[config.mk]
export PLATFORM = sky130hd
export DESIGN_NAME = bcd_to_excess3_seq
export DESIGN_NICKNAME = d
export VERILOG_FILES = /design/src/rtl/xs3_pkg.sv /design/src/rtl/bcd_digit_to_xs3.sv /design/src/rtl/bcd_to_excess3_seq.sv
export SDC_FILE = /design/constraint.sdc
export NUM_CORES = 1
export LEC_CHECK = 0
export ABC_AREA = 1
export CAP_MARGIN = 0
export CORE_MARGIN = 3
export CORE_UTILIZATION = 45
export DETAILED_ROUTE_END_ITERATION = 8
export GPL_ROUTABILITY_DRIVEN = 0
export PLACE_DENSITY_LB_ADDON = 0.25
export SLEW_MARGIN = 20
export SYNTH_ARGS = -nofsm -noshare
export SYNTH_HDL_FRONTEND = slang
export SYNTH_HIERARCHICAL = 1
export SYNTH_SLANG_ARGS = --single-unit
export TNS_END_PERCENT = 50
[constraint.sdc]
create_clock -name clk -period 1.3 [get_ports clk]
set_input_delay 0.26 -clock clk [delete_from_list [all_inputs] [get_ports clk]]
set_output_delay 0.26 -clock clk [all_outputs]
set_load 0.01 [all_outputs]
[src/rtl/xs3_pkg.sv]
// Shared encodings for the BCD to excess-3 encoder: FSM states and digit constants.
package xs3_pkg;

  typedef enum logic [1:0] {
    IDLE = 2'd0,
    CONV = 2'd1,
    DONE = 2'd2
  } state_t;

  localparam logic [3:0] XS3_OFFSET  = 4'd3;
  localparam logic [3:0] XS3_INVALID = 4'd0;
  localparam logic [3:0] BCD_MAX     = 4'd9;

endpackage

[src/rtl/bcd_digit_to_xs3.sv]
// Single-digit BCD to excess-3 encoder, purely combinational.
// Digits above 9 map to the illegal code 0000 and raise o_err.
module bcd_digit_to_xs3
  import xs3_pkg::*;
(
  input  logic [3:0] i_digit,
  output logic [3:0] o_xs3,
  output logic       o_err
);

  assign o_err = (i_digit > BCD_MAX);
  assign o_xs3 = o_err ? XS3_INVALID : (i_digit + XS3_OFFSET);

endmodule

[src/rtl/bcd_to_excess3_seq.sv]
// Multi-digit BCD to excess-3 encoder: captures a word, converts one digit per clock
// LSD first through a shared digit encoder, then holds the result until taken.
module bcd_to_excess3_seq
  import xs3_pkg::*;
#(
  parameter int DIGITS = 4
) (
  input  logic                  clk,
  input  logic                  rst_n,
  input  logic                  in_valid,
  output logic                  in_ready,
  input  logic [4*DIGITS-1:0]   in_bcd,
  output logic                  out_valid,
  input  logic                  out_ready,
  output logic [4*DIGITS-1:0]   out_xs3,
  output logic                  out_err,
  output logic                  busy
);

  localparam int W  = 4 * DIGITS;
  localparam int CW = (DIGITS > 1) ? $clog2(DIGITS) : 1;
  localparam logic [CW-1:0] LAST_IDX = CW'(DIGITS - 1);

  state_t          r_state;
  state_t          w_state_nxt;
  logic [W-1:0]    r_bcd;
  logic [CW-1:0]   r_cnt;
  logic [W-1:0]    r_xs3;
  logic            r_err;
  logic [3:0]      w_digit_xs3;
  logic            w_digit_err;
  logic            w_last;

  assign w_last = (r_cnt == LAST_IDX);

  // The capture register shifts right each CONV cycle, so the digit under conversion is always the low nibble.
  bcd_digit_to_xs3 u_digit (
    .i_digit (r_bcd[3:0]),
    .o_xs3   (w_digit_xs3),
    .o_err   (w_digit_err)
  );

  always_ff @(posedge clk or negedge rst_n) begin
    if (!rst_n) begin
      r_state <= IDLE;
    end else begin
      r_state <= w_state_nxt;
    end
  end

  always_comb begin
    w_state_nxt = r_state;
    case (r_state)
      IDLE:    if (in_valid)  w_state_nxt = CONV;
      CONV:    if (w_last)    w_state_nxt = DONE;
      DONE:    if (out_ready) w_state_nxt = IDLE;
      default:                w_state_nxt = IDLE;
    endcase
  end

  always_ff @(posedge clk or negedge rst_n) begin
    if (!rst_n) begin
      r_bcd <= '0;
      r_cnt <= '0;
      r_xs3 <= '0;
      r_err <= 1'b0;
    end else begin
      case (r_state)
        IDLE: begin
          if (in_valid) begin
            r_bcd <= in_bcd;
            r_cnt <= '0;
            r_xs3 <= '0;
            r_err <= 1'b0;
          end
        end
        CONV: begin
          r_bcd <= r_bcd >> 4;
          for (int i = 0; i < DIGITS; i++) begin
            if (r_cnt == CW'(i)) begin
              r_xs3[i*4 +: 4] <= w_digit_xs3;
            end
          end
          if (w_digit_err) begin
            r_err <= 1'b1;
          end
          // Hold on the last digit so the index never wraps inside a word.
          if (!w_last) begin
            r_cnt <= r_cnt + 1'b1;
          end
        end
        default: ;
      endcase
    end
  end

  assign in_ready  = (r_state == IDLE);
  assign out_valid = (r_state == DONE);
  assign busy      = (r_state == CONV);
  assign out_xs3   = r_xs3;
  assign out_err   = r_err;

endmodule

==> results <==
- The flow ran to the end, but the final reports show violations.
- The final reports fail on negative setup slack.
- The placeable core region is 3830 um2.
- Dividing the synthesized area by the synthesized cell count gives 7.55 um2.
- STA classifies the critical path endpoint as an output pin.
- The post-route antenna net violation count is 0.
- The residual overflow from global routing is 0.
- Yosys printed 6 warnings.
- The initial utilization of the core area, before any placement, comes to 48.7%.
- 0 antenna diodes ended up in the layout.
- The number of clock sinks is 37.
- The area growth from synthesis to layout is 40.7%.
- After routing, the total negative slack on setup checks comes to -0.317 ns.
- VDD sags by at most 1.52 mV.
- The share of the core filled with cells is 68.5%.
- TritonCTS built the clock tree.
- The worst hold slack is 0.344 ns.
- The final routed wire length divided by cell count is 12.3 um.
- The estimated wirelength of the detail-placed design is 2.87 mm.
- After the first detailed-routing iteration, the DRC count stood at 106.
- The most common cell type on the critical path is sky130_fd_sc_hd__buf_6.
- The cell sitting at the root of the clock tree is a sky130_fd_sc_hd__clkbuf_8.
- In the layout the commonest cells are sky130_fd_sc_hd__nand2_1 (129), sky130_fd_sc_hd__dfrtp_1 (36), sky130_fd_sc_hd__nand2_2 (20).
- After synthesis, the cell types taking the most area are sky130_fd_sc_hd__dfrtp_1 (50%), sky130_fd_sc_hd__nand2_1 (30%), sky130_fd_sc_hd__ha_1 (4.0%), sky130_fd_sc_hd__inv_1 (3.4%), sky130_fd_sc_hd__a21oi_1 (1.9%).
- The maximum achievable frequency is 743 MHz.
- Summed over all cells, the static leakage comes to 1.46 nW.
- The clock network accounts for 12.0% of the total power.
- The biggest area contributor in the post-synthesis netlist is sky130_fd_sc_hd__dfrtp_1.
- In the post-route analysis, the smallest setup slack over all paths is -0.0460 ns.
- The H-tree was split into 2 levels.
- The global-route usage over all layers is 18.1%.
- The routed design has 4.29 mm of wire.
- The share of power burned in registers is 29.1%.
- The number of nets handed over by synthesis was 273.
- The total CTS buffers is 5.
- The critical path is of the flip-flop to output pin type.
- The DRC violation count after routing is 0.
- The flip-flop and latch count after synthesis is 37.
- The critical path data arrival time is 1.09 ns.
- Across the run, the number of max-cap violations was 0.
- Synthesis produced a netlist whose cell count is 247.
- The synthesized design devotes to its leading area cell type 49.7% of total area.
- The fraction of layout instances using a drive strength above 1 is 23.3%.
- The number of endpoints with negative hold slack in the final report was 0.
- Clock-pin slew was measured on the worst setup and hold paths at 0.07 ns.
- The via count of the first global-routing pass is 1584.
- Setup repair after global routing could not meet its margin everywhere.
- At the worst endpoint, the required time is 1.04 ns.
- Port buffering added 39 buffers.
- The clock insertion delay at the later pin of the skew report is 0.29 ns.
- The share of the yosys chip area belonging to registers is 49.7%.
- The final critical path takes up 104% of the cycle.
- The routed via count divided by cell count is 4.73.
- In this design, the stage delay of the slowest critical-path cell is 0.44 ns.
- The pin count of the biggest net entering global routing is 38.
- The critical path goes through buf_6, nor2_4, buf_6.
- The final number of max-transition violations is 0.
- The switching fraction of total power is 45.0%.
- From left edge to right edge, the die measures 70.4 um.
- The part of the total power dissipated in combinational logic is 59.0%.
- After synthesis, the netlist uses 20 different library cells.
- From bottom edge to top edge, the die measures 70.4 um.
- The number of buffers on the longest clock path is 2.
- For this design the ratio of total power to cell area is 2560 nW/um2.
- The number of ports placed on the die boundary is 40.
- Along the worst path, the maximum fanout reaches 3.
- The total net switching power is 0.00302 W.
- The row count is 22.
- The clock skew after layout is 0.00338 ns.
- The synthesized netlist occupies a cell area of 1860 um2.
- The startpoint type of the worst setup path is a flip-flop.
- The clock period minus final worst setup slack is 1.35 ns.
- The initial antenna violation count was 0.
- The first global-routing pass estimated 7.17 mm of wire.
- The most common cell after layout, fill and taps aside is sky130_fd_sc_hd__nand2_1.
- The transition time of the tightest slew-check pin is 0.255 ns.
- For this run, the detailed router's first-pass iteration total came to 4.
- For this run, the post-layout net count is 327.
- The internal power contribution is 0.00369 W.
- Headroom to the max-slew limit came out at 83.0%.
- Summing over every cut layer, the via total after detailed routing is 1651.
- The highest-delay cell along the critical path is sky130_fd_sc_hd__dfrtp_2.
- The final setup violation count is 17.
- The die area is 4950 um2.
- The worst hold path belongs to the class input pin to async pin.
[per-stage QoR]
| stage | worst slack [ns] | instances | total power, W | area (um2) |
|---|---|---|---|---|
| finish | -0.0460 | 349 | 0.00671 | 2620 |
| global route | -0.131 | 349 | 0.00733 | 2620 |
| CTS | -0.0414 | 348 | 0.00628 | 2520 |
| detailed placement | -0.158 | 343 | 0.00537 | 2400 |
| global placement | -0.139 | 343 | 0.00530 | 2400 |
| floorplan | 0.0276 | 247 | 0.00405 | 1860 |
[cell type report]
cell class,count,area [um2]
timing repair buffer,53,523
clock buffer,7,86.3
multi-input combinational,183,947
tap,48,60.1
inverter,21,78.8
fill,323,1200
sequential,37,927
[final timing paths]
| kind | endpoint | cells after the start | start | slack [ns] |
|---|---|---|---|---|
| worst max register to register | out_xs3[12] | 8 | r_bcd[0] | -0.04 |
| worst min register to register | out_xs3[5] | 2 | out_xs3[5] | 0.48 |
| min in group clk | out_xs3[5] | 2 | out_xs3[5] | 0.48 |
| worst max-delay path | in_ready | 3 | r_state[1] | -0.05 |
| worst min-delay path | r_bcd[1] | 2 | rst_n | 0.34 |
| max in group asynchronous | r_state[1] | 2 | rst_n | 0.75 |
[repair_timing]
| item | in CTS | in global routing |
|---|---|---|
| setup endpoints to repair | 36 | 30 |
| buffers inserted | 2 | 0 |
| resized for setup | 56 | 24 |
| pin swaps | 28 | 20 |
| gates cloned | 0 | 1 |
| hold buffers | 0 | 0 |
[worst max-delay path: cells and delay by family, from the launching register on]
kind	cells	cell delay, ns
flops	1	0.44
buf+inv	2	0.25
simple gates	1	0.10
[routing by layer]
| metal | GRT usage [%] | vias up | wire (um) |
|---|---|---|---|
| met5 | 0 | - | 0 |
| li1 | - | 849 | - |
| met1 | 24.1 | 758 | 1940 |
| met4 | 5.74 | 0 | 63 |
| met2 | 28.7 | 38 | 2100 |
| met3 | 4.75 | 6 | 193 |
[power by group through the flow]
stage          Combinational [W]  Sequential [W]  Clock [W]
3_3_place_gp             0.00335         0.00194          0
2_1_floorplan            0.00207         0.00198          0
6_report                 0.00396         0.00195   0.000802
5_1_grt                  0.00444         0.00202   0.000866
4_1_cts                  0.00354         0.00192   0.000812
3_5_place_dp             0.00341         0.00196          0
[cell families (layout without fill, tap and decap cells)]
family	after synthesis	after routing	share of synthesized area [%]
compound gates	11	11	3.89
flops	37	37	49.7
simple gates	166	166	35.2
buf+inv	27	81	7.25
fa+ha+maj	6	6	4.03
[flip-flops by register name (all words and copies together), names as in the netlist]
name	flops
out_xs3	16
out_err	1
r_cnt	2
r_bcd	16
r_state	2
[cell usage after synthesis]
cell type / instances
sky130_fd_sc_hd__dfrtp_1: 37
sky130_fd_sc_hd__buf_4: 2
sky130_fd_sc_hd__a21oi_1: 7
sky130_fd_sc_hd__ha_1: 6
sky130_fd_sc_hd__inv_1: 17
sky130_fd_sc_hd__clkbuf_4: 1
sky130_fd_sc_hd__o31ai_1: 1
sky130_fd_sc_hd__nand2_1: 148
sky130_fd_sc_hd__o21ai_0: 1
sky130_fd_sc_hd__nor2_4: 1
sky130_fd_sc_hd__buf_6: 3
sky130_fd_sc_hd__inv_2: 4
sky130_fd_sc_hd__nand3_1: 6
sky130_fd_sc_hd__o21ai_4: 1
sky130_fd_sc_hd__o21ai_2: 1
sky130_fd_sc_hd__nor2_1: 6
sky130_fd_sc_hd__nor2_2: 1
sky130_fd_sc_hd__and2_1: 1
sky130_fd_sc_hd__nand2_2: 2
sky130_fd_sc_hd__nand2_4: 1
(Power assumes the default switching activity.)
